`config.mk`:
```
export PLATFORM = sky130hd
export DESIGN_NAME = barrel_shifter_pipe
export DESIGN_NICKNAME = d
export VERILOG_FILES = /design/src/rtl/barrel_shifter_pipe.sv
export SDC_FILE = /design/constraint.sdc
export NUM_CORES = 1
export LEC_CHECK = 0
export ABC_AREA = 1
export BUFFER_PORTS_ARGS = -buffer_cell sky130_fd_sc_hd__buf_2
export CAP_MARGIN = 10
export CORE_ASPECT_RATIO = 0.6
export CORE_MARGIN = 2
export CORE_UTILIZATION = 45
export CTS_CLUSTER_SIZE = 40
export DETAILED_ROUTE_END_ITERATION = 7
export MAX_ROUTING_LAYER = met4
export PLACE_DENSITY = 0.61
export SYNTH_ARGS = -nofsm -noshare
export SYNTH_HDL_FRONTEND = slang
export SYNTH_SLANG_ARGS = --single-unit
```
`constraint.sdc`:
```
create_clock -name clk -period 1.8 [get_ports clk]
set_input_delay 0.45 -clock clk [delete_from_list [all_inputs] [get_ports clk]]
set_output_delay 0.45 -clock clk [all_outputs]
set_load 0.05 [all_outputs]
```
`src/rtl/barrel_shifter_pipe.sv`:
```
// rtl/barrel_shifter_pipe.sv - pipelined WIDTH-bit barrel shifter (LSL/LSR/ASR/ROR), valid/ready on both sides
// Optional carry/zero flag outputs are built when BSHIFT_FLAGS_EN is defined.
module barrel_shifter_pipe #(
   parameter  int WIDTH = 8,
   localparam int SHW   = $clog2(WIDTH)
) (
   input  logic             clk,
   input  logic             rst,
   input  logic             in_valid,
   output logic             in_ready,
   input  logic [WIDTH-1:0] in_data,
   input  logic [SHW-1:0]   in_amt,
   input  logic [1:0]       in_op,
   output logic             out_valid,
   input  logic             out_ready,
   output logic [WIDTH-1:0] out_data
`ifdef BSHIFT_FLAGS_EN
   ,
   output logic             out_carry,
   output logic             out_zero
`endif
);

   localparam logic [1:0] OP_LSL = 2'b00;
   localparam logic [1:0] OP_LSR = 2'b01;
   localparam logic [1:0] OP_ASR = 2'b10;

   function automatic logic [WIDTH-1:0] f_shift(input logic [WIDTH-1:0] d, input logic [1:0] op,
                                                input int s);
      case (op)
         OP_LSL:  f_shift = d << s;
         OP_LSR:  f_shift = d >> s;
         OP_ASR:  f_shift = $signed(d) >>> s;
         default: f_shift = (d >> s) | (d << (WIDTH - s));
      endcase
   endfunction

   logic [SHW-1:0]   r_valid;
   logic [WIDTH-1:0] r_data [SHW];
   logic [1:0]       r_op   [SHW];
   logic [SHW-1:0]   r_amt  [SHW];

   logic [SHW-1:0]   w_ready;
   logic [SHW-1:0]   w_up_valid;
   logic [WIDTH-1:0] w_up_data   [SHW];
   logic [1:0]       w_up_op     [SHW];
   logic [SHW-1:0]   w_up_amt    [SHW];
   logic [WIDTH-1:0] w_next_data [SHW];
   logic             w_unused;

`ifdef BSHIFT_FLAGS_EN
   function automatic logic f_carry(input logic [WIDTH-1:0] d, input logic [1:0] op, input int s);
      logic [WIDTH-1:0] v_t;
      if (op == OP_LSL) v_t = d >> (WIDTH - s);
      else              v_t = d >> (s - 1);
      f_carry = v_t[0];
   endfunction

   logic r_carry [SHW];
   logic r_zero;
   logic w_up_carry   [SHW];
   logic w_next_carry [SHW];
`endif

   // Ready ripples backwards from out_ready; a stage is free when empty or draining.
   always_comb begin
      logic v_rdy;
      v_rdy   = out_ready;
      w_ready = '0;
      for (int k = SHW - 1; k >= 0; k--) begin
         v_rdy      = !r_valid[k] || v_rdy;
         w_ready[k] = v_rdy;
      end
   end

   for (genvar k = 0; k < SHW; k++) begin : g_stage
      localparam int S = 1 << k;
      if (k == 0) begin : g_first
         assign w_up_valid[k] = in_valid;
         assign w_up_data[k]  = in_data;
         assign w_up_op[k]    = in_op;
         assign w_up_amt[k]   = in_amt;
`ifdef BSHIFT_FLAGS_EN
         assign w_up_carry[k] = 1'b0;
`endif
      end else begin : g_next
         assign w_up_valid[k] = r_valid[k-1];
         assign w_up_data[k]  = r_data[k-1];
         assign w_up_op[k]    = r_op[k-1];
         assign w_up_amt[k]   = r_amt[k-1];
`ifdef BSHIFT_FLAGS_EN
         assign w_up_carry[k] = r_carry[k-1];
`endif
      end
      assign w_next_data[k] = w_up_amt[k][k] ? f_shift(w_up_data[k], w_up_op[k], S) : w_up_data[k];
`ifdef BSHIFT_FLAGS_EN
      assign w_next_carry[k] = w_up_amt[k][k] ? f_carry(w_up_data[k], w_up_op[k], S) : w_up_carry[k];
`endif
   end

   always_ff @(posedge clk) begin
      if (rst) begin
         for (int k = 0; k < SHW; k++) begin
            r_valid[k] <= 1'b0;
            r_data[k]  <= '0;
            r_op[k]    <= '0;
            r_amt[k]   <= '0;
`ifdef BSHIFT_FLAGS_EN
            r_carry[k] <= 1'b0;
`endif
         end
`ifdef BSHIFT_FLAGS_EN
         r_zero <= 1'b0;
`endif
      end else begin
         for (int k = 0; k < SHW; k++) begin
            if (w_ready[k]) begin
               r_valid[k] <= w_up_valid[k];
               if (w_up_valid[k]) begin
                  r_data[k] <= w_next_data[k];
                  r_op[k]   <= w_up_op[k];
                  r_amt[k]  <= w_up_amt[k];
`ifdef BSHIFT_FLAGS_EN
                  r_carry[k] <= w_next_carry[k];
`endif
               end
            end
         end
`ifdef BSHIFT_FLAGS_EN
         if (w_ready[SHW-1] && w_up_valid[SHW-1])
            r_zero <= (w_next_data[SHW-1] == '0);
`endif
      end
   end

   // Already-consumed amount bits and the last stage's op are dead by design.
   always_comb begin
      w_unused = 1'b0;
      for (int k = 0; k < SHW; k++)
         w_unused = w_unused ^ (^r_amt[k]) ^ (^r_op[k]);
   end

   assign in_ready  = w_ready[0];
   assign out_valid = r_valid[SHW-1];
   assign out_data  = r_data[SHW-1];
`ifdef BSHIFT_FLAGS_EN
   assign out_carry = r_carry[SHW-1];
   assign out_zero  = r_zero;
`endif

endmodule
```
==> metrics.txt, run 1 <==
# TYPE chip_impl_metric gauge
chip_impl_metric{name="floorplan.io_pins",unit=""} 27
chip_impl_metric{name="seq_power_share",unit="%"} 53.3
chip_impl_metric{name="synthesis.yosys.warnings",unit=""} 0
chip_impl_metric{name="cts_inserted_buffers",unit=""} 5
chip_impl_info{name="worst_setup_path_start_kind",value="flip-flop"} 1
chip_impl_metric{name="clkSinkCount",unit=""} 34
chip_impl_info{name="tritoncts",value="done"} 1
chip_impl_metric{name="ir_drop",unit="V"} 0.000464
chip_impl_info{name="synth_flop_cell",value="sky130_fd_sc_hd__edfxtp_1"} 1
chip_impl_metric{name="global_route.overflow_total",unit=""} 0
chip_impl_metric{name="netlist_area",unit="mm²"} 0.00190
chip_impl_metric{name="first_pass_iters",unit=""} 5
chip_impl_metric{name="holdBufCountCts",unit=""} 0
chip_impl_metric{name="total_switching_power",unit="W"} 0.000525
chip_impl_metric{name="vias",unit=""} 1425
chip_impl_metric{name="cell_count_after_synthesis",unit=""} 233
chip_impl_metric{name="port_buffers",unit=""} 26
chip_impl_info{name="synth_commonest_cells",value="sky130_fd_sc_hd__nand2_1, sky130_fd_sc_hd__inv_1, sky130_fd_sc_hd__nor2_1, sky130_fd_sc_hd__edfxtp_1, sky130_fd_sc_hd__o21ai_0"} 1
chip_impl_metric{name="globalplace.congestion",unit=""} 0.913
chip_impl_metric{name="layout_min_cycle_time",unit="ps"} 1480
chip_impl_metric{name="hold_viol_final",unit=""} 0
chip_impl_metric{name="synth-async-reset-ratio",unit="%"} 0
chip_impl_metric{name="h_tree_level_count",unit=""} 2
chip_impl_metric{name="power_frac_comb",unit="%"} 17.3
chip_impl_metric{name="critPathRequiredTime",unit="ps"} 1350
chip_impl_metric{name="detail_route.wl_per_cell",unit="µm"} 10.7
chip_impl_info{name="yosys.cell_count.top_type",value="sky130_fd_sc_hd__nand2_1"} 1
chip_impl_metric{name="r2r_setup_slack",unit="ps"} 400
chip_impl_info{name="ctsRootBufferMaster",value="sky130_fd_sc_hd__clkbuf_8"} 1
chip_impl_metric{name="timing.final.max_slew_violations",unit=""} 0
chip_impl_metric{name="synth_top_area_share",unit="%"} 49.0
chip_impl_metric{name="cap_viol_max_count",unit=""} 0
chip_impl_metric{name="fillCellCount",unit=""} 403
chip_impl_metric{name="pwr_density_cell",unit="mW/mm²"} 871
chip_impl_metric{name="die_ar",unit="mm²"} 0.00478
chip_impl_metric{name="cts_resized",unit=""} 0
chip_impl_metric{name="finClkSkew",unit="ps"} 5.66
chip_impl_metric{name="post_dr_vias_cell",unit=""} 4.54
chip_impl_metric{name="max-clock-path-buffers",unit=""} 2
chip_impl_metric{name="max_slew_margin",unit="%"} 65.7
chip_impl_info{name="synth_top_area_cell",value="sky130_fd_sc_hd__edfxtp_1"} 1
chip_impl_metric{name="clk_transition_reported_paths",unit="ps"} 70
chip_impl_metric{name="hold_ws",unit="ps"} 355
chip_impl_metric{name="row_count",unit=""} 18
chip_impl_metric{name="worst-path-max-fanout",unit=""} 3
chip_impl_metric{name="cts_post_setup_buffers_inserted",unit=""} 0
chip_impl_metric{name="worst_skew_pair.late_latency",unit="ps"} 290
chip_impl_metric{name="share_clk_of_total_power",unit="%"} 29.3
chip_impl_metric{name="yosys.cell_types.count",unit=""} 22
chip_impl_metric{name="final_nets",unit=""} 270
chip_impl_metric{name="power.leakage",unit="nW"} 1.01
chip_impl_metric{name="synth_area_per_cell",unit="µm²"} 8.16
chip_impl_metric{name="yosys_register_bits",unit=""} 34
chip_impl_metric{name="initial_utilization",unit="%"} 46.6
chip_impl_metric{name="placeableCoreArea",unit="mm²"} 0.00408
chip_impl_metric{name="final.setup.tns",unit="ps"} 0
chip_impl_metric{name="synthToLayoutAreaGrowth",unit="%"} 10.1
chip_impl_metric{name="cell_internal_pwr",unit="W"} 0.00130
chip_impl_metric{name="period_share",unit="%"} 82.3
chip_impl_metric{name="postSynthNetCount",unit=""} 250
chip_impl_metric{name="p_sw_share",unit="%"} 28.8
chip_impl_info{name="hold_path_class",value="in2reg"} 1
chip_impl_info{name="worstSetupEndpoint",value="in_ready"} 1
chip_impl_metric{name="first_global_vias",unit=""} 1347
chip_impl_metric{name="die_w",unit="µm"} 87.9
chip_impl_metric{name="global_route_wire_length_before_repair",unit="µm"} 5740
chip_impl_metric{name="die_height",unit="µm"} 54.3
chip_impl_metric{name="drt-initial-drc-count",unit=""} 75
chip_impl_info{name="cp-startpoint",value="r_valid[1]"} 1
chip_impl_metric{name="setup_viol_count_final",unit=""} 0
chip_impl_metric{name="globalRouteTotalUtil",unit="%"} 16.4
chip_impl_info{name="worst_r2r_endpoint",value="r_data[0][12]"} 1
chip_impl_info{name="status",value="complete, no violations"} 1
chip_impl_metric{name="timing_worst_slew_pin_value",unit="ps"} 514
chip_impl_metric{name="place_hpwl",unit="µm"} 2480
chip_impl_metric{name="synth-edff-count",unit=""} 31
chip_impl_metric{name="antenna_cells_inserted",unit=""} 0
chip_impl_info{name="unrepaired_setup_endpoints_after_global_routing",value="false"} 1
chip_impl_metric{name="post_detailed_route_count_of_antenna_violating_nets",unit=""} 0
chip_impl_metric{name="seq_area_frac_synth",unit="%"} 52.1
chip_impl_metric{name="final_wirelength",unit="µm"} 3370
chip_impl_info{name="worstReg2RegStart",value="r_op[0][1]"} 1
chip_impl_metric{name="drive_gt1_share",unit="%"} 17.7
chip_impl_info{name="crit_type",value="reg2out"} 1
chip_impl_metric{name="r2r_depth",unit=""} 6
chip_impl_metric{name="design_power_total",unit="W"} 0.00182
chip_impl_metric{name="route.detailed.drc",unit=""} 0
chip_impl_info{name="crit_path_end_kind",value="output pin"} 1
chip_impl_metric{name="grt_max_degree",unit=""} 32
chip_impl_info{name="synth_top_cells_by_area",value="sky130_fd_sc_hd__edfxtp_1, sky130_fd_sc_hd__nand2_1, sky130_fd_sc_hd__inv_1"} 1
chip_impl_metric{name="achievable-frequency",unit="GHz"} 0.675
chip_impl_metric{name="grt_antenna_before_repair",unit=""} 0
chip_impl_metric{name="crit_arrival",unit="ps"} 1030
## worst min-delay path by stage
stage / startpoint / endpoint / slack [ps] / cells past startpoint
2_1_floorplan: rst / r_valid[2] / 510 / 1
3_3_place_gp: r_valid[2] / r_valid[2] / 510 / 2
3_5_place_dp: r_valid[2] / r_valid[2] / 520 / 2
4_1_cts: rst / r_valid[2] / 340 / 2
5_1_grt: rst / r_valid[2] / 360 / 2
6_report: rst / r_valid[2] / 360 / 2
## layer usage
layer	vias up	GRT usage [%]	part of all wire (%)
met5	-	-	0
met4	0	5.38	1.3
met3	5	5.28	6.0
met2	43	23.5	38
met1	614	22.2	55
li1	763	-	-
## state kept, by name, summed over array words and instances, names as in the netlist
signal   count
r_amt        3
r_data      24
r_op         4
r_valid      3
## power groups by stage
stage                     clock network (W)  logic, W  registers (W)
after floorplan                           0  0.000270       0.000978
after global placement                    0  0.000317       0.000987
after detailed placement                  0  0.000316       0.000989
after CTS                          0.000554  0.000318       0.000971
after global routing               0.000570  0.000363       0.000980
final                              0.000534  0.000316       0.000972
## stage by stage
| step | std cells | setup slack (ps) | area (µm²) | utilization [%] |
|---|---|---|---|---|
| final | 314 | 318 | 2090 | 51.4 |
| after global routing | 314 | 261 | 2090 | 51.4 |
| after CTS | 314 | 299 | 2090 | 51.4 |
| after detailed placement | 306 | 149 | 2010 | 49.4 |
| after global placement | 306 | 190 | 2010 | 49.4 |
| after floorplan | 233 | 235 | 1910 | - |
## worst max-delay path, stage by stage, from the launching register on
cell and delay [ps]:
sky130_fd_sc_hd__dfxtp_1 390, sky130_fd_sc_hd__nand4_4 120, sky130_fd_sc_hd__buf_2 230
## cells in the final DEF, fill, tap and decap left out
master | synthesis | final
sky130_fd_sc_hd__nand3_2 | 1 | 1
sky130_fd_sc_hd__a21oi_1 | 5 | 5
sky130_fd_sc_hd__nand3b_1 | 1 | 1
sky130_fd_sc_hd__inv_2 | 1 | 1
sky130_fd_sc_hd__clkinv_2 | 0 | 1
sky130_fd_sc_hd__xnor2_1 | 1 | 1
sky130_fd_sc_hd__or2_2 | 3 | 3
sky130_fd_sc_hd__nor2_1 | 32 | 32
sky130_fd_sc_hd__nor2_2 | 3 | 3
sky130_fd_sc_hd__edfxtp_1 | 31 | 31
sky130_fd_sc_hd__dfxtp_1 | 3 | 2
sky130_fd_sc_hd__nand3_1 | 12 | 12
sky130_fd_sc_hd__clkbuf_1 | 0 | 1
sky130_fd_sc_hd__nand2_2 | 1 | 1
sky130_fd_sc_hd__nand2_4 | 1 | 1
sky130_fd_sc_hd__clkbuf_8 | 0 | 5
sky130_fd_sc_hd__nand4_4 | 0 | 1
sky130_fd_sc_hd__inv_1 | 39 | 39
sky130_fd_sc_hd__buf_2 | 2 | 26
sky130_fd_sc_hd__a22oi_1 | 3 | 3
sky130_fd_sc_hd__nand2_1 | 66 | 66
sky130_fd_sc_hd__dfxtp_2 | 0 | 1
sky130_fd_sc_hd__nor2_4 | 1 | 1
sky130_fd_sc_hd__o21ai_0 | 15 | 15
sky130_fd_sc_hd__clkinv_1 | 0 | 1
## final cells by class
| type | count | area [µm²] | area share [%] |
|---|---|---|---|
| Timing Repair Buffer | 26 | 130 | 6.22 |
| Clock inverter | 2 | 8.76 | 0.418 |
| Sequential cell | 34 | 992 | 47.4 |
| Clock buffer | 6 | 72.6 | 3.47 |
| Tap cell | 60 | 75.1 | 3.59 |
| Inverter | 40 | 150 | 7.17 |
| Multi-Input combinational cell | 146 | 664 | 31.7 |
## cells by family (layout without fill, tap and decap cells)
kind of cell,count (synthesis),in the layout,share of synthesized area (%)
and+or+nand+nor,122,122,27.6
xor gates and xnor gates,1,1,0.461
AOI/OAI and AO/OA,23,23,6.45
buffers and inverters,53,74,13.4
DFF,34,34,52.1
No activity file was read; power rests on OpenSTA's default activity.
==> run 2: changes to the inputs <==
- clock period: 1.8 -> 1.5 ns (I/O delays scaled with it)
==> metrics.txt, run 2 (synthesized netlist as in run 1, its figures left out) <==
# TYPE chip_impl_metric gauge
chip_impl_info{name="status",value="complete, no violations"} 1
chip_impl_metric{name="h_tree_level_count",unit=""} 2
chip_impl_info{name="register_name_with_the_most_flops",value="r_data"} 1
chip_impl_metric{name="cts_resized",unit=""} 0
chip_impl_metric{name="globalplace.congestion",unit=""} 0.846
chip_impl_metric{name="cts_inserted_buffers",unit=""} 5
chip_impl_metric{name="drt-initial-drc-count",unit=""} 61
chip_impl_metric{name="worst-path-max-fanout",unit=""} 3
chip_impl_metric{name="grt_max_degree",unit=""} 15
chip_impl_metric{name="global_route_wire_length_before_repair",unit="µm"} 5950
chip_impl_metric{name="p_sw_share",unit="%"} 27.8
chip_impl_metric{name="die_w",unit="µm"} 87.9
chip_impl_metric{name="die_height",unit="µm"} 54.3
chip_impl_metric{name="finClkSkew",unit="ps"} 4.35
chip_impl_metric{name="initial_utilization",unit="%"} 46.6
chip_impl_info{name="layout.cells.most_common",value="sky130_fd_sc_hd__nand2_1"} 1
chip_impl_metric{name="pwr_density_cell",unit="mW/mm²"} 1010
chip_impl_metric{name="clkSinkCount",unit=""} 34
chip_impl_metric{name="hold_viol_final",unit=""} 0
chip_impl_metric{name="timing.final.max_slew_violations",unit=""} 0
chip_impl_metric{name="post-route-cell-area",unit="mm²"} 0.00221
chip_impl_metric{name="share_clk_of_total_power",unit="%"} 28.5
chip_impl_metric{name="floorplan.io_pins",unit=""} 27
chip_impl_metric{name="grt_antenna_before_repair",unit=""} 0
chip_impl_info{name="tritoncts",value="done"} 1
chip_impl_metric{name="post_detailed_route_count_of_antenna_violating_nets",unit=""} 0
chip_impl_metric{name="worst_skew_pair.late_latency",unit="ps"} 280
chip_impl_metric{name="final_nets",unit=""} 277
chip_impl_metric{name="global_route.overflow_total",unit=""} 0
chip_impl_metric{name="layout_min_cycle_time",unit="ps"} 1390
chip_impl_metric{name="final_cells",unit=""} 321
chip_impl_metric{name="drive_gt1_share",unit="%"} 19.5
chip_impl_metric{name="cell_internal_pwr",unit="W"} 0.00160
chip_impl_metric{name="placeableCoreArea",unit="mm²"} 0.00408
chip_impl_metric{name="total_switching_power",unit="W"} 0.000618
chip_impl_metric{name="hold_ws",unit="ps"} 283
chip_impl_metric{name="cap_viol_max_count",unit=""} 0
chip_impl_metric{name="die_ar",unit="mm²"} 0.00478
chip_impl_metric{name="max_slew_margin",unit="%"} 74.4
chip_impl_metric{name="holdBufCountCts",unit=""} 0
chip_impl_metric{name="first_global_vias",unit=""} 1353
chip_impl_metric{name="cts_post_setup_buffers_inserted",unit=""} 0
chip_impl_metric{name="detail_route.wl_per_cell",unit="µm"} 10.3
chip_impl_metric{name="ir_drop",unit="V"} 0.000555
chip_impl_metric{name="synthToLayoutAreaGrowth",unit="%"} 16.3
chip_impl_info{name="unrepaired_setup_endpoints_after_global_routing",value="false"} 1
chip_impl_metric{name="crit_arrival",unit="ps"} 1020
chip_impl_metric{name="port_buffers",unit=""} 26
chip_impl_metric{name="timing_worst_slew_pin_value",unit="ps"} 381
chip_impl_metric{name="postPlaceCellArea",unit="mm²"} 0.00213
chip_impl_metric{name="achievable-frequency",unit="GHz"} 0.717
chip_impl_metric{name="final_wirelength",unit="µm"} 3290
chip_impl_metric{name="period_share",unit="%"} 92.9
chip_impl_metric{name="largest_register_ffs",unit=""} 24
chip_impl_metric{name="antenna_cells_inserted",unit=""} 0
chip_impl_metric{name="power_frac_comb",unit="%"} 19.1
chip_impl_metric{name="row_count",unit=""} 18
chip_impl_metric{name="r2r_setup_slack",unit="ps"} 240
chip_impl_metric{name="setup_viol_count_final",unit=""} 0
chip_impl_metric{name="final.setup.tns",unit="ps"} 0
chip_impl_metric{name="route.detailed.drc",unit=""} 0
chip_impl_info{name="hold_path_class",value="in2reg"} 1
chip_impl_metric{name="power.leakage",unit="nW"} 1.06
chip_impl_metric{name="critPathRequiredTime",unit="ps"} 1120
chip_impl_metric{name="globalRouteTotalUtil",unit="%"} 17.3
chip_impl_info{name="crit_path_end_kind",value="output pin"} 1
chip_impl_metric{name="post_dr_vias_cell",unit=""} 4.52
chip_impl_info{name="largest_registers_ranked_by_flip_flop_count",value="r_data (24), r_op (4)"} 1
chip_impl_info{name="worst_setup_path_start_kind",value="flip-flop"} 1
chip_impl_metric{name="place_hpwl",unit="µm"} 2570
chip_impl_info{name="ctsRootBufferMaster",value="sky130_fd_sc_hd__clkbuf_8"} 1
chip_impl_metric{name="seq_power_share",unit="%"} 52.4
chip_impl_metric{name="max-clock-path-buffers",unit=""} 2
chip_impl_metric{name="first_pass_iters",unit=""} 4
chip_impl_metric{name="clk_transition_reported_paths",unit="ps"} 60
chip_impl_metric{name="post-place-ws",unit="ps"} 34.1
chip_impl_metric{name="vias",unit=""} 1452
chip_impl_metric{name="fillCellCount",unit=""} 377
chip_impl_info{name="final_cell_mix",value="sky130_fd_sc_hd__nand2_1, sky130_fd_sc_hd__inv_1, sky130_fd_sc_hd__nor2_1, sky130_fd_sc_hd__edfxtp_1, sky130_fd_sc_hd__buf_2"} 1
chip_impl_metric{name="finalWorstSetupSlack",unit="ps"} 106
chip_impl_info{name="crit_type",value="reg2out"} 1
chip_impl_metric{name="place.detailed.instances",unit=""} 313
[run 2: path summary, 6_finish.rpt]
kind,start,endpoint,cells past startpoint
worst max-delay path,r_valid[1],in_ready,2
worst min-delay path,rst,r_valid[2],2
worst max register to register,r_valid[1],r_data[0][15],6
worst min register to register,r_valid[2],r_valid[0],2
[run 2: area by class of cell]
cell class / count / area, µm² / share of cell area, %
inverter: 40 / 150 / 6.80
tap: 60 / 75.1 / 3.40
multi-input combinational: 146 / 664 / 30.1
timing repair buffer: 33 / 245 / 11.1
sequential: 34 / 995 / 45.0
clock buffer: 8 / 80.1 / 3.62
[run 2: critical path, stage by stage, from the launching register on]
cell and delay, ps:
sky130_fd_sc_hd__dfxtp_1 390, sky130_fd_sc_hd__nand4_4 120, sky130_fd_sc_hd__buf_2 230
[run 2: power groups by stage]
stage               clock, W  combinational (W)  sequential (W)
floorplan                  0           0.000324         0.00117
global placement           0           0.000424         0.00118
detailed placement         0           0.000425         0.00118
CTS                 0.000655           0.000427         0.00117
global route        0.000696           0.000488         0.00118
finish              0.000633           0.000423         0.00117
[run 2: through the flow]
step	power (W)	utilization, %
6_report	0.00222	54.2
5_1_grt	0.00236	54.2
4_1_cts	0.00225	54.2
3_5_place_dp	0.00161	52.2
3_3_place_gp	0.00161	52.2
2_1_floorplan	0.00150	-
[run 2: per-layer routing]
metal,routed length [µm],global-route usage [%],up-vias
met5,0,-,-
met3,174,5.43,4
met4,34,6.15,0
met2,1300,24.1,31
li1,-,-,777
met1,1790,23.8,640
